<file path="config.mk">
export PLATFORM = sky130hd
export DESIGN_NAME = bin2sc_sng
export DESIGN_NICKNAME = d
export VERILOG_FILES = /design/src/rtl/sc_pkg.sv /design/src/rtl/sc_rng.sv /design/src/rtl/bin2sc_sng.sv
export SDC_FILE = /design/constraint.sdc
export NUM_CORES = 1
export LEC_CHECK = 0
export ABC_CLOCK_PERIOD_IN_PS = 5500
export CORE_ASPECT_RATIO = 1.2
export CORE_MARGIN = 2
export CORE_UTILIZATION = 56
export DETAILED_ROUTE_END_ITERATION = 6
export PLACE_DENSITY = 0.83
export SYNTH_ARGS = -nofsm -noshare
export SYNTH_HDL_FRONTEND = slang
export SYNTH_SLANG_ARGS = --single-unit
</file>
<file path="constraint.sdc">
create_clock -name clk -period 5.5 [get_ports clk]
set_clock_uncertainty 0.2 [all_clocks]
set_input_delay 0.825 -clock clk [delete_from_list [all_inputs] [get_ports clk]]
set_output_delay 0.825 -clock clk [all_outputs]
set_load 0.05 [all_outputs]
</file>
<file path="src/rtl/sc_pkg.sv">
// Shared types and helpers for the stochastic-computing front end:
// FSM state enum, LFSR tap table and counter bit reversal.
package sc_pkg;

    typedef enum logic {
        IDLE = 1'b0,
        RUN  = 1'b1
    } state_t;

    // Fibonacci tap masks for maximal-length sequences: bit (k-1) set for tap x^k.
    function automatic logic [15:0] lfsr_taps(input int unsigned width);
        logic [15:0] taps;
        case (width)
            4:       taps = 16'h000C;
            5:       taps = 16'h0014;
            6:       taps = 16'h0030;
            7:       taps = 16'h0060;
            8:       taps = 16'h00B8;
            9:       taps = 16'h0110;
            10:      taps = 16'h0240;
            11:      taps = 16'h0500;
            12:      taps = 16'h0829;
            13:      taps = 16'h100D;
            14:      taps = 16'h2015;
            15:      taps = 16'h6000;
            16:      taps = 16'hD008;
            default: taps = 16'h0000;
        endcase
        return taps;
    endfunction

    // Reverses the low 'width' bits of v; the upper bits of the result are zero.
    function automatic logic [15:0] bit_rev(input logic [15:0] v, input int unsigned width);
        logic [15:0] full;
        full = {<<{v}};
        return full >> (16 - width);
    endfunction

endpackage

</file>
<file path="src/rtl/sc_rng.sv">
// Random source for the SNG: bit-reversed counter or Fibonacci LFSR with the
// final index forced to zero so every value 0..2^N-1 appears once per stream.
module sc_rng
    import sc_pkg::*;
#(
    parameter int unsigned BITWIDTH = 8,
    parameter int unsigned RNG_MODE = 0,
    parameter int unsigned SEED     = 1
) (
    input  logic                clk,
    input  logic                reset_n,
    input  logic                load,
    input  logic                advance,
    input  logic [BITWIDTH-1:0] cnt,
    output logic [BITWIDTH-1:0] r
);

    localparam logic [BITWIDTH-1:0] TAPS   = BITWIDTH'(lfsr_taps(BITWIDTH));
    localparam logic [BITWIDTH-1:0] SEED_W = BITWIDTH'(SEED);

    logic [BITWIDTH-1:0] r_lfsr;
    logic [BITWIDTH-1:0] w_lfsr_nxt;
    logic                w_fb;

    // r looks through this cycle's load/advance so the caller can register
    // the bit that matches the index it is moving to.
    always_comb begin
        w_fb = ^(r_lfsr & TAPS);
        if (load)
            w_lfsr_nxt = SEED_W;
        else if (advance)
            w_lfsr_nxt = {r_lfsr[BITWIDTH-2:0], w_fb};
        else
            w_lfsr_nxt = r_lfsr;
    end

    always_ff @(posedge clk or negedge reset_n) begin
        if (!reset_n)
            r_lfsr <= SEED_W;
        else
            r_lfsr <= w_lfsr_nxt;
    end

    if (RNG_MODE == 0) begin : g_counter
        assign r = BITWIDTH'(bit_rev(16'(cnt), BITWIDTH));
    end else begin : g_lfsr
        assign r = (&cnt) ? '0 : w_lfsr_nxt;
    end

endmodule

</file>
<file path="src/rtl/bin2sc_sng.sv">
// Binary-to-stochastic converter: one N-bit word in, 2^N serial bits out whose
// count of ones equals the threshold derived from the word.
//   state | meaning
//   IDLE  | no stream in progress, ready for a word
//   RUN   | stream in progress, sc_out valid every cycle
module bin2sc_sng
    import sc_pkg::*;
#(
    parameter int unsigned BITWIDTH = 8,
    parameter int unsigned BIPOLAR  = 1,
    parameter int unsigned RNG_MODE = 0,
    parameter int unsigned SEED     = 1
) (
    input  logic                clk,
    input  logic                reset_n,
    input  logic [BITWIDTH-1:0] bin_in,
    input  logic                in_valid,
    output logic                in_ready,
    output logic                sc_out,
    output logic                sc_valid,
    input  logic                sc_ready,
    output logic                sc_last,
    output logic                busy
);

    if (BITWIDTH < 4 || BITWIDTH > 16) begin : g_bad_width
        $error("bin2sc_sng: BITWIDTH must be within 4..16");
    end
    if (RNG_MODE == 1 && (SEED & ((1 << BITWIDTH) - 1)) == 0) begin : g_bad_seed
        $error("bin2sc_sng: SEED must be non-zero in LFSR mode");
    end

    localparam logic [BITWIDTH-1:0] CNT_MAX = '1;

    state_t              r_state, w_state_nxt;
    logic [BITWIDTH-1:0] r_cnt, w_cnt_nxt;
    logic [BITWIDTH-1:0] r_thr, w_thr_nxt, w_thr_in;
    logic [BITWIDTH-1:0] w_r;
    logic                r_sc_out;
    logic                w_load, w_accept, w_last, w_advance;

    assign busy     = (r_state == RUN);
    assign sc_valid = (r_state == RUN);
    assign sc_out   = r_sc_out;
    assign w_accept = sc_valid & sc_ready;
    assign w_last   = sc_valid & (r_cnt == CNT_MAX);
    assign sc_last  = w_last;
    // Ready on the last accept lets the next word start with no bubble.
    assign in_ready  = (r_state == IDLE) | (w_accept & w_last);
    assign w_load    = in_valid & in_ready;
    assign w_advance = w_accept & ~w_last;

    // Bipolar: flipping the sign bit maps -2^(N-1)..2^(N-1)-1 onto 0..2^N-1.
    assign w_thr_in = (BIPOLAR != 0) ? {~bin_in[BITWIDTH-1], bin_in[BITWIDTH-2:0]} : bin_in;

    always_comb begin
        w_state_nxt = r_state;
        w_cnt_nxt   = r_cnt;
        w_thr_nxt   = r_thr;
        case (r_state)
            IDLE: begin
                if (w_load) begin
                    w_state_nxt = RUN;
                    w_cnt_nxt   = '0;
                    w_thr_nxt   = w_thr_in;
                end
            end
            RUN: begin
                if (w_load) begin
                    w_cnt_nxt = '0;
                    w_thr_nxt = w_thr_in;
                end else if (w_accept & w_last) begin
                    w_state_nxt = IDLE;
                end else if (w_advance) begin
                    w_cnt_nxt = r_cnt + BITWIDTH'(1);
                end
            end
            default: w_state_nxt = IDLE;
        endcase
    end

    always_ff @(posedge clk or negedge reset_n) begin
        if (!reset_n) begin
            r_state  <= IDLE;
            r_cnt    <= '0;
            r_thr    <= '0;
            r_sc_out <= 1'b0;
        end else begin
            r_state <= w_state_nxt;
            r_cnt   <= w_cnt_nxt;
            r_thr   <= w_thr_nxt;
            if (w_load || w_advance)
                r_sc_out <= (w_r < w_thr_nxt);
            else if (w_state_nxt == IDLE)
                r_sc_out <= 1'b0;
        end
    end

    sc_rng #(
        .BITWIDTH(BITWIDTH),
        .RNG_MODE(RNG_MODE),
        .SEED    (SEED)
    ) u_rng (
        .clk    (clk),
        .reset_n(reset_n),
        .load   (w_load),
        .advance(w_advance),
        .cnt    (w_cnt_nxt),
        .r      (w_r)
    );

endmodule

</file>
======== Word-level counts from Yosys, hierarchy flattened ========
Cells that the tools add are included.
word-level totals
  output and inout bits ................... 5
  input bits .............................. 12
  bits in registers ....................... 18
  logic and storage cells ................. 30
cells by class
  $add $sub $neg .......................... 1
  order comparisons ....................... 1
  bitwise operators ....................... 9
  muxes and demuxes ....................... 12
  reduce and logical (&&, ||, !) cells .... 1
  eq/ne operators ......................... 2
operator list
  operator                                               count
  two-way mux 8 bit                                      5
  one-hot mux 8 bit (2 select lines)                     1
  adder 8 x 1 -> 8 bit, second input constant            1
  equality test 8 bit, second input constant             1
  < comparator 8 bit                                     1
  bitwise AND 1 bit                                      5
  two-way mux 1 bit                                      5
  inverter 1 bit                                         3
  inequality test 2 x 1 -> 1 bit, second input constant  1
  one-hot mux 1 bit (2 select lines)                     1
  logical OR 1 bit                                       1
  bitwise OR 1 bit                                       1

======== Depth between registers and ports, before layout ========
  word-level depth ........................ 10
  gate-level depth with buffers ........... 12
  depth with buffers taken out ............ 12

======== Hierarchy ========
From an unflattened synthesis, not the netlist that was laid out.
unflattened totals
  cell total of the unflattened synthesis .. 114
  area total of the unflattened synthesis .. 1244.9 um2
modules (own cells, without submodules)
  module      times used  cells an instance  seq. area each (um2)  area each (um2)
  bin2sc_sng  1           106                450.4                 1184.9
  sc_rng      1           8                  0.0                   60.1

======== Worst setup path before layout ========
No wires, ideal clock.
  path kind ............................... in2reg
  from .................................... in sc_ready
  to ...................................... reg r_sc_out (netlist: sc_out)
  setup slack ............................. 2632 ps
  stages on the path ...................... 11
  library setup time ...................... 76 ps
  buffers on the path ..................... 1
  required time ........................... 5224 ps
  arrival ................................. 2592 ps
  path through ............................ nand4_1 > o21a_1 > nor2_4 > buf_4 > mux2i_1 > ha_1 > a21oi_1 > nand2_1 > a211oi_1 > o21ai_0 > o21ai_1
between the ends
  cells in the longest elaborated chain, start to end .. 8
  elaborated cells on any way between the ends .. 19
  those cells by class .................... order compare (1); eq/ne (1); mux (11); bitwise (5); reduce/logical (1)
RTL lines
  item                                                    RTL line                                              text
  start, declared                                         bin2sc_sng.sv:21                                      input logic sc_ready,
  bitwise AND 1 bit (*)                                   bin2sc_sng.sv:45                                      assign w_accept = sc_valid & sc_ready;
  bitwise AND 1 bit (on tied branches)                    bin2sc_sng.sv:51, bin2sc_sng.sv:49, bin2sc_sng.sv:72
  two-way mux 8 bit or bitwise OR 1 bit (tied branches)   bin2sc_sng.sv:74, bin2sc_sng.sv:49
  two-way mux 8 bit or bitwise AND 1 bit (tied branches)  bin2sc_sng.sv:72, bin2sc_sng.sv:50
  two-way mux 8 bit (on tied branches)                    bin2sc_sng.sv:69, bin2sc_sng.sv:62
  one-hot mux 8 bit (2 select lines)                      bin2sc_sng.sv:60                                      case (r_state)
  < comparator 8 bit                                      bin2sc_sng.sv:93                                      r_sc_out <= (w_r < w_thr_nxt);
  two-way mux 1 bit                                       bin2sc_sng.sv:92                                      if (w_load || w_advance)
  end signal, assigned                                    bin2sc_sng.sv:93
  end, declared                                           bin2sc_sng.sv:39                                      logic r_sc_out;
Every way passes the cells marked *; elsewhere a longest branch is shown, timed or not.
A chain may end at the register's enable or synchronous reset.

======== Final worst setup path ========
  from .................................... in sc_ready
  to ...................................... out in_ready
between the ends
  cells in the longest elaborated chain, start to end .. 3
RTL lines
  item               RTL line          text
  bitwise AND 1 bit  bin2sc_sng.sv:45
  bitwise AND 1 bit  bin2sc_sng.sv:49  assign in_ready = (r_state == IDLE) | (w_accept & w_last);
  bitwise OR 1 bit   bin2sc_sng.sv:49
  end, declared      bin2sc_sng.sv:18  output logic in_ready,
Every way passes these cells.

==> metrics.md <==
| Metric | Value |
|---|---|
| Total track usage | `22.5%` |
| Syn. warnings | `0` |
| Slew Viols, Final | `0` |
| Synthesis-to-layout area growth | `18.4%` |
| Rows | `17` |
| VDD IR max | `0.231 mV` |
| Clock buffer depth | `2` |
| Design area | `1270 µm²` |
| Share of cells above drive strength 1 | `8.46%` |
| Final Cycle Share | `68.6%` |
| WL/cell | `14.3 µm` |
| Crit end category | `primary output` |
| Number of global-route vias before repair | `869` |
| Worst hold path class | `flip-flop to flip-flop` |
| WHS | `291 ps` |
| Post-DP HPWL | `1660 µm` |
| Commonest non-fill, non-tap cell in the layout | `dfrtp_1` |
| Post-Synthesis Cells | `113` |
| Placer Congestion | `0.910` |
| Tmin final | `3770 ps` |
| Placed inst area | `1240 µm²` |
| Startpoint class of the critical path | `input pin` |
| Initial antenna violation count | `0` |
| Setup Fix Bufs, Post-CTS | `0` |
| Destination of the worst hold path | `r_thr[7]$_DFF_PN0_` |
| Height of the die | `52.0 µm` |
| Synth Net Count | `133` |
| Cells after DPL | `145` |
| Final global-route overflow total | `0` |
| Most frequent cells in the layout | `dfrtp_1, clkdlybuf4s50_1, nand2_1` |
| Non-Filler Instances | `149` |
| Die width | `44.0 µm` |
| Max Clk Rate | `0.265 GHz` |
| DRT antenna net count | `0` |
| Clock transition at path regs | `100 ps` |
| Initial Utilization | `58.8%` |
| Critical Path RT | `4470 ps` |
| Initial drt markers | `17` |
| R2R Path End | `sc_out$_DFFE_PN0P_` |
| R2R cell count | `11` |
| Lkg Pwr | `0.569 nW` |
| Vias per Instance | `5.91` |
| Clock root buffer | `clkbuf_4` |
| Synth top area cells | `dfrtp_1, ha_1, mux2i_1` |
| DRC | `0` |
| Filler cells | `137` |
| Mapped Area | `1070 µm²` |
| Cell Pwr Density | `368 nW/µm²` |
| Clk_lat worst skew | `310 ps` |
| Pwr Total | `0.468 mW` |
| Slew of the pin with the lowest slew margin | `751 ps` |
| H-tree lvl count | `1` |
| Worst slew margin | `49.8%` |
| CTS Sinks | `18` |
| Largest net degree at the start of global routing | `19` |
| First-pass GRT wire length | `3750 µm` |
| Hold Path Depth | `2` |
| Worst path arrival time | `2750 ps` |
| DR pass1 iterations | `4` |
| Yosys top cell area share | `41.9%` |
| RSZ-0062 raised after global routing | `no` |
| Resized Gates After CTS | `0` |
| Max FO, Critical Path | `7` |
| I/O Buffers | `16` |
| Register area share after synthesis | `41.9%` |
| Synth cell types | `33` |
| Largest area contributor in the synthesized netlist | `dfrtp_1` |
| Final wirelength | `2140 µm` |
| CP Class | `input pin to primary output` |
| Setup slack after layout | `1730 ps` |
| CTS tree | `yes` |
| Die area | `2290 µm²` |
| Setup TNS | `0 ps` |
| CTS Hold Bufs | `0` |
| Syn Area/Cell | `9.51 µm²` |
| DP Worst Slack | `1730 ps` |
| Final hold violation count | `0` |
| Min-delay src | `r_thr[7]$_DFF_PN0_` |
| CTS Buf Count | `3` |
| Max-cap viol count | `0` |
| Util after Layout | `69.6%` |
| Total inserted antenna cells | `0` |
| Finish-stage setup viols | `0` |
| Core box area | `1830 µm²` |
| Nets | `151` |
| R2R setup slack | `2570 ps` |
| DR vias | `881` |
| Io pins | `17` |
| Worst flop-to-flop path startpoint | `r_cnt[0]$_DFF_PN0_` |
| Number of synthesized register bits | `18` |
| Status | `complete, no violations` |
synthesized netlist by cell type:
cell       n
o22ai_1    1
nor2_4     1
nand4_1    4
o31a_1     1
a311oi_1   1
o211ai_2   1
o21ai_0    5
o31ai_1    2
nand2_1   12
a211oi_1   2
buf_4      3
xor2_1     2
xnor2_1    2
inv_2      3
nand2b_1   2
nor4b_2    1
nor2b_1    1
mux2i_1    6
o21a_1     2
ha_1       8
nand3_1    4
nor2_1     5
or2_1      2
and3_1     3
a21oi_1    6
or4_1      1
nor3_1     1
and3b_1    1
inv_1      8
or3_1      1
dfrtp_1   18
o21ai_1    2
nand2_2    1
how the worst max path moves through the flow:
stage	startpoint	end	slack, ps	cells past startpoint
6_report	sc_ready	in_ready	1730	5
5_1_grt	sc_ready	in_ready	1620	5
4_1_cts	sc_ready	in_ready	1730	5
3_5_place_dp	sc_ready	in_ready	1730	5
3_3_place_gp	sc_ready	in_ready	1800	5
2_1_floorplan	sc_ready	sc_out$_DFFE_PN0P_	2630	11
area by class of cell:
class	instances	area [µm²]	share of cell area (%)
timing repair buffer	16	160	12.6
multi-input combinational	81	561	44.1
inverter	11	41.3	3.24
clock buffer	4	36.3	2.85
tap	19	23.8	1.87
sequential	18	450	35.4
sequential cells by signal (all words and copies together), names as in the netlist:
signal and count:
busy 1, sc_out 1, r_cnt 8, r_thr 8
routing by layer:
layer	part of all wire (%)	track usage [%]	up-vias	routed length, µm
met4	2.2	10.6	0	46
met5	0	0	-	0
met1	43	27.8	431	927
met3	2.3	2.08	5	49
li1	-	-	430	-
met2	52	39.0	15	1110
worst max-delay path: stages:
cell and delay [ps]:
clkdlybuf4s50_1 610, nand4_1 140, o21a_1 280, inv_2 90, clkdlybuf4s50_1 800
logic make-up (layout without fill, tap and decap cells):
group,count (synthesis),in the layout,synth area share (%)
AND/OR/NAND/NOR,40,40,20.4
multiplexers,6,6,5.59
AO/OA/AOI/OAI,23,23,13.6
buffers and inverters,14,31,5.94
XOR/XNOR,4,4,3.26
flip-flops,18,18,41.9
adder cells (fa/ha/maj),8,8,9.31
power by group:
group,total [mW],internal [mW],switching [mW]
combinational,0.188,0.0803,0.108
sequential,0.197,0.165,0.0323
clock,0.0831,0.0405,0.0426
total,0.468,0.286,0.183
No activity file was read; power rests on OpenSTA's default activity.
